`src/rtl/keyboard.sv`:
```
`timescale 1ns/1ps
// PS/2 keyboard receiver: synchronises ps2c/ps2d, assembles 11-bit frames, keeps the last two
// accepted frames and shows both data bytes on four active-low seven-segment displays.
module keyboard #(
    parameter int unsigned TIMEOUT_CYCLES = 120000
) (
    input  logic       clk,
    input  logic       rst,
    input  logic       ps2c,
    input  logic       ps2d,
    output logic [6:0] prev_seg1,
    output logic [6:0] prev_seg0,
    output logic [6:0] curr_seg1,
    output logic [6:0] curr_seg0
);
    localparam int unsigned WdW = $clog2(TIMEOUT_CYCLES + 1);
    localparam logic [WdW-1:0] WdMax = WdW'(TIMEOUT_CYCLES);

    logic           ps2c_meta_q, ps2c_sync_q, ps2c_prev_q;
    logic           ps2d_meta_q, ps2d_sync_q;
    logic [10:0]    shift_q;
    logic [3:0]     bit_cnt_q;
    logic [WdW-1:0] wdog_q;
    logic [10:0]    out_currb;
    logic [10:0]    out_prevb;

    logic           fall;
    logic [10:0]    frame;
    logic           frame_ok;

    assign fall     = ps2c_prev_q & ~ps2c_sync_q;
    // The incoming bit enters at the top, so after 11 shifts bit0 holds the start bit.
    assign frame    = {ps2d_sync_q, shift_q[10:1]};
    assign frame_ok = (frame[0] == 1'b0) && (frame[9] == ~^frame[8:1]);

    function automatic logic [6:0] hex7(input logic [3:0] n);
        logic [6:0] s;
        case (n)
            4'h0: s = 7'h40;
            4'h1: s = 7'h79;
            4'h2: s = 7'h24;
            4'h3: s = 7'h30;
            4'h4: s = 7'h19;
            4'h5: s = 7'h12;
            4'h6: s = 7'h02;
            4'h7: s = 7'h78;
            4'h8: s = 7'h00;
            4'h9: s = 7'h10;
            4'hA: s = 7'h08;
            4'hB: s = 7'h03;
            4'hC: s = 7'h46;
            4'hD: s = 7'h21;
            4'hE: s = 7'h06;
            default: s = 7'h0E;
        endcase
        return s;
    endfunction

    always_ff @(posedge clk or negedge rst) begin
        if (!rst) begin
            ps2c_meta_q <= 1'b1;
            ps2c_sync_q <= 1'b1;
            ps2c_prev_q <= 1'b1;
            ps2d_meta_q <= 1'b1;
            ps2d_sync_q <= 1'b1;
        end else begin
            ps2c_meta_q <= ps2c;
            ps2c_sync_q <= ps2c_meta_q;
            ps2c_prev_q <= ps2c_sync_q;
            ps2d_meta_q <= ps2d;
            ps2d_sync_q <= ps2d_meta_q;
        end
    end

    always_ff @(posedge clk or negedge rst) begin
        if (!rst) begin
            shift_q   <= '0;
            bit_cnt_q <= '0;
            wdog_q    <= '0;
            out_currb <= '0;
            out_prevb <= '0;
        end else if (fall) begin
            shift_q <= frame;
            wdog_q  <= '0;
            if (bit_cnt_q == 4'd10) begin
                bit_cnt_q <= '0;
                if (frame_ok) begin
                    out_prevb <= out_currb;
                    out_currb <= frame;
                end
            end else begin
                bit_cnt_q <= bit_cnt_q + 4'd1;
            end
        end else begin
            if (wdog_q != WdMax) begin
                wdog_q <= wdog_q + 1'b1;
            end
            // A stalled device leaves a partial frame behind; drop it so the next start bit aligns.
            if (bit_cnt_q != 4'd0 && wdog_q == WdMax) begin
                bit_cnt_q <= '0;
                shift_q   <= '0;
            end
        end
    end

    always_ff @(posedge clk or negedge rst) begin
        if (!rst) begin
            curr_seg1 <= 7'h40;
            curr_seg0 <= 7'h40;
            prev_seg1 <= 7'h40;
            prev_seg0 <= 7'h40;
        end else begin
            curr_seg1 <= hex7(out_currb[8:5]);
            curr_seg0 <= hex7(out_currb[4:1]);
            prev_seg1 <= hex7(out_prevb[8:5]);
            prev_seg0 <= hex7(out_prevb[4:1]);
        end
    end

endmodule

```
`config.mk`:
```
export PLATFORM = sky130hd
export DESIGN_NAME = keyboard
export DESIGN_NICKNAME = d
export VERILOG_FILES = /design/src/rtl/keyboard.sv
export SDC_FILE = /design/constraint.sdc
export NUM_CORES = 1
export LEC_CHECK = 0
export ABC_CLOCK_PERIOD_IN_PS = 2700
export CAP_MARGIN = 20
export CORE_MARGIN = 5
export CORE_UTILIZATION = 47
export DETAILED_ROUTE_END_ITERATION = 10
export PLACE_DENSITY = 0.64
export SLEW_MARGIN = 20
export SYNTH_ARGS = -nofsm -noshare
export SYNTH_HDL_FRONTEND = slang
export SYNTH_SLANG_ARGS = --single-unit
```
`constraint.sdc`:
```
create_clock -name clk -period 2.7 [get_ports clk]
set_input_delay 0.27 -clock clk [delete_from_list [all_inputs] [get_ports clk]]
set_output_delay 0.27 -clock clk [all_outputs]
set_load 0.02 [all_outputs]
```
==> reports/results.md <==
| Metric | This run | Unit |
|---|---|---|
| Placer Congestion | 0.767 | - |
| Timing-limited maximum frequency | 419 | MHz |
| Total Power | 2.89 | mW |
| Unrepaired setup endpoints after global routing | no | - |
| Synthesis-to-layout area growth | 15.3 | % |
| Synthesized netlist cell count | 335 | - |
| Clock share of power | 0.325 | - |
| Internal power component | 2.11 | mW |
| Max Cap Violations | 0 | - |
| End of the worst register-to-register path | out_currb[2]$_DFFE_PN0P_ | - |
| Reg2Reg Depth | 6 | - |
| Sum of net half-perimeters after detailed placement | 4.79 | mm |
| GRT Resource Usage Total | 0.149 | - |
| Largest net degree at the start of global routing | 81 | - |
| Root buffer cell | clkbuf_8 | - |
| Critical-path cell with the highest stage delay | mux2i_4 | - |
| Most common cell after layout, fill and taps aside | dfrtp_1 | - |
| Failing checks | negative hold slack | - |
| List of cells traversed by the critical path | inv_1 -> ha_1 -> and3b_1 -> or4b_4 -> mux2i_4 -> mux2_2 | - |
| Vias per cell | 5.37 | - |
| Number of max-slew violations in the final report | 0 | - |
| Startpoint type of the worst setup path | flop | - |
| Cell variety after synth | 43 | - |
| Clock skew | 0.0101 | ns |
| Launch point of the critical path | bit_cnt_q[0]$_DFFE_PN0P_ | - |
| Switching power | 778 | µW |
| Worst supply voltage drop on vdd | 0.000297 | V |
| Highest cell delay on the worst timing path | 0.52 | ns |
| Critical Path Sink | out_currb[2]$_DFFE_PN0P_ | - |
| PwrDens | 626 | nW/µm² |
| Post-cts repair resize count | 0 | - |
| Time the worst path needs with I/O delays and setup | 2.39 | ns |
| Count of final setup violators | 0 | - |
| Number of rows created at floorplan | 33 | - |
| Smallest hold slack | -0.0530 | ns |
| Fraction of power consumed by sequential logic | 0.503 | - |
| Number of buffers created by CTS | 9 | - |
| Detailed router's first-iteration violation count | 75 | - |
| Top Ports | 32 | - |
| Via count of the first global-routing pass | 2573 | - |
| Seq/Total Area, Yosys | 0.503 | - |
| # diodes | 0 | - |
| Ratio of cells with drive above 1 in the final layout | 0.134 | - |
| Worst setup EP type | flop | - |
| Start of the worst register-to-register path | bit_cnt_q[0]$_DFFE_PN0P_ | - |
| Nets in the synthesized netlist | 368 | - |
| Worst endpoint required time | 2.93 | ns |
| Worst-case register-to-register setup slack | 0.31 | ns |
| Post-synthesis sequential element count | 80 | - |
| Average wire length per cell after detail routing | 14.7 | µm |
| Buffer levels on the longest clock path | 2 | - |
| Count of TritonRoute iterations in the first routing pass | 4 | - |
| Post-detailed-route count of antenna-violating nets | 0 | - |
| Combinational cell fraction of total power | 0.172 | - |
| Total stage count of the critical path | 6 | - |
| Grt ovf | 0 | - |
| Die height | 102 | µm |
| Most used flip-flop cell after synthesis | dfrtp_1 | - |
| Number of enable-type register cells in the synthesized netlist | 0 | - |
| Number of levels in the clock H-tree | 3 | - |
| Status | finished with violations | - |
| Sinks on Clock Net | 80 | - |
| Max transition margin | 0.392 | - |
| Post-synthesis instance area | 4000 | µm² |
| Syn avg cell area | 11.9 | µm² |
| Setup Crit Path Kind | reg -> reg | - |
| CP bufs+invs | 1 | - |
| Async set or reset register ratio after synthesis | 1.00 | - |
| Total wire length | 7.03 | mm |
| Largest fanout of any net on the critical path | 14 | - |
| Signal arrival time at the worst endpoint | 2.62 | ns |
| Class of the worst hold path | in -> async | - |
| Hold-fix buffers, CTS | 0 | - |
| Fin. Hold Viols | 71 | - |
| Width of the die | 102 | µm |
| Sw Ratio | 0.269 | - |
| Clock tree from TritonCTS | done | - |
| Via count | 2566 | - |
| Clock latency on the worst-skew pair | 0.35 | ns |
| Global-route wire length before repair | 12.3 | mm |
| P_leak | 2.04 | nW |
| Number of nets in the layout | 401 | - |
| Standard cell core area | 8260 | µm² |
| Count of warnings emitted by yosys | 0 | - |
| Commonest cells after routing, fill and taps aside | 71 x dfrtp_1, 30 x clkdlybuf4s50_1, 29 x ha_1 | - |
| Count of input and output buffers | 31 | - |
| Post-route fraction of the period consumed by the critical path | 0.883 | - |
| TNS Setup | 0 | ns |
| DRC Markers | 0 | - |
| Initial antenna violation count | 0 | - |
| Initial Util | 0.484 | - |
| Post-CTS repair timing setup buffer count | 0 | - |
| Transition time of the tightest slew-check pin | 0.911 | ns |
| Clock transition at the register clock pins on the worst setup and hold paths after CTS | 0.08 | ns |
| Area of the die | 10500 | µm² |
| Family of cells with the greatest summed delay on the critical path | multiplexers | - |
[routing by layer]
layer	share of wire	track usage	up-vias	wire length (µm)
li1	-	-	1252	-
met1	0.47	0.195	1272	3270
met2	0.49	0.245	31	3420
met3	0.030	0.0232	11	208
met4	0.018	0.0666	0	129
met5	0	0	-	0
[registers in the layout, summed over array words and instances, names as in the netlist, 4 cells and up]
name,flops
out_currb,8
prev_seg0,7
wdog_q,17
curr_seg0,7
prev_seg1,7
bit_cnt_q,4
curr_seg1,7
out_prevb,8
shift_q,10
[power groups by stage]
stage,sequential (mW),clock (mW),combinational [mW]
3_3_place_gp,1.47,0,0.494
6_report,1.45,0.939,0.497
3_5_place_dp,1.47,0,0.507
2_1_floorplan,1.48,0,0.330
5_1_grt,1.48,1.02,0.554
4_1_cts,1.45,0.970,0.508
[cells in the mapped netlist (2+ instances only)]
cell type	number	share of area
or3_1	5	0.0078
xnor2_1	4	0.0088
and4_1	6	0.013
mux2i_1	19	0.048
dfstp_2	9	0.059
mux2_4	5	0.019
dfrtp_1	71	0.44
nor4bb_1	2	0.0050
o21ai_0	11	0.014
o211ai_1	3	0.0056
ha_1	29	0.091
xnor3_1	2	0.011
mux2_2	9	0.025
inv_1	20	0.019
clkbuf_1	6	0.0056
nand2_1	10	0.0094
xor2_1	10	0.022
a21oi_1	12	0.015
o21a_1	2	0.0038
buf_1	4	0.0038
or2_2	2	0.0031
o31ai_1	3	0.0056
nor2b_1	6	0.0094
nand4_1	6	0.0094
o22ai_1	5	0.0078
nor2_1	25	0.023
mux4_2	4	0.023
a22o_1	15	0.033
nand3_1	9	0.011
nand2b_1	6	0.0094
nor3_1	3	0.0038
[logic make-up after synthesis]
family                   share of synthesized area
AND/OR/NAND/NOR                              0.120
flip-flops                                   0.503
AO/OA/AOI/OAI                               0.0907
multiplexers                                 0.120
buffers and inverters                       0.0332
adder cells (fa/ha/maj)                     0.0907
XOR/XNOR                                    0.0419
[metrics by stage]
| step | std cells | hold WS, ns | cell area [µm²] | setup WS [ns] | util |
|---|---|---|---|---|---|
| 2_1_floorplan | 335 | -0.0256 | 4000 | 0.588 | - |
| 6_report | 478 | -0.0530 | 4610 | 0.315 | 0.558 |
| 3_5_place_dp | 462 | 0.348 | 4400 | 0.305 | 0.532 |
| 4_1_cts | 478 | 0.118 | 4610 | 0.281 | 0.558 |
| 5_1_grt | 478 | 0.0124 | 4610 | 0.194 | 0.558 |
| 3_3_place_gp | 462 | 0.347 | 4400 | 0.374 | 0.532 |
[area by class of cell]
cell class | instances | area (µm²)
clock buffer | 10 | 128
clock inverter | 6 | 83.8
fill | 733 | 3650
inverter | 20 | 75.1
multi-input combinational | 224 | 1850
sequential | 80 | 2010
tap | 105 | 131
timing repair buffer | 33 | 327
[how the worst min path moves through the flow]
stage | slack, ns | endpoint | depth (start not counted)
after floorplan | -0.03 | bit_cnt_q[0]$_DFFE_PN0P_ | 0
after global placement | 0.35 | ps2c_sync_q$_DFF_PN1_ | 0
after detailed placement | 0.35 | ps2c_sync_q$_DFF_PN1_ | 0
after CTS | 0.12 | curr_seg1[0]$_DFF_PN0_ | 1
after global routing | 0.01 | prev_seg1[5]$_DFF_PN0_ | 1
final | -0.05 | prev_seg1[5]$_DFF_PN0_ | 1
[worst reg2reg max path: stages (launching register included)]
cell     delay, ns
dfrtp_1       0.40
inv_1         0.11
ha_1          0.16
and3b_1       0.20
or4b_4        0.48
mux2i_4       0.52
mux2_2        0.41
Note: power is estimated with default switching activity, not from simulation.
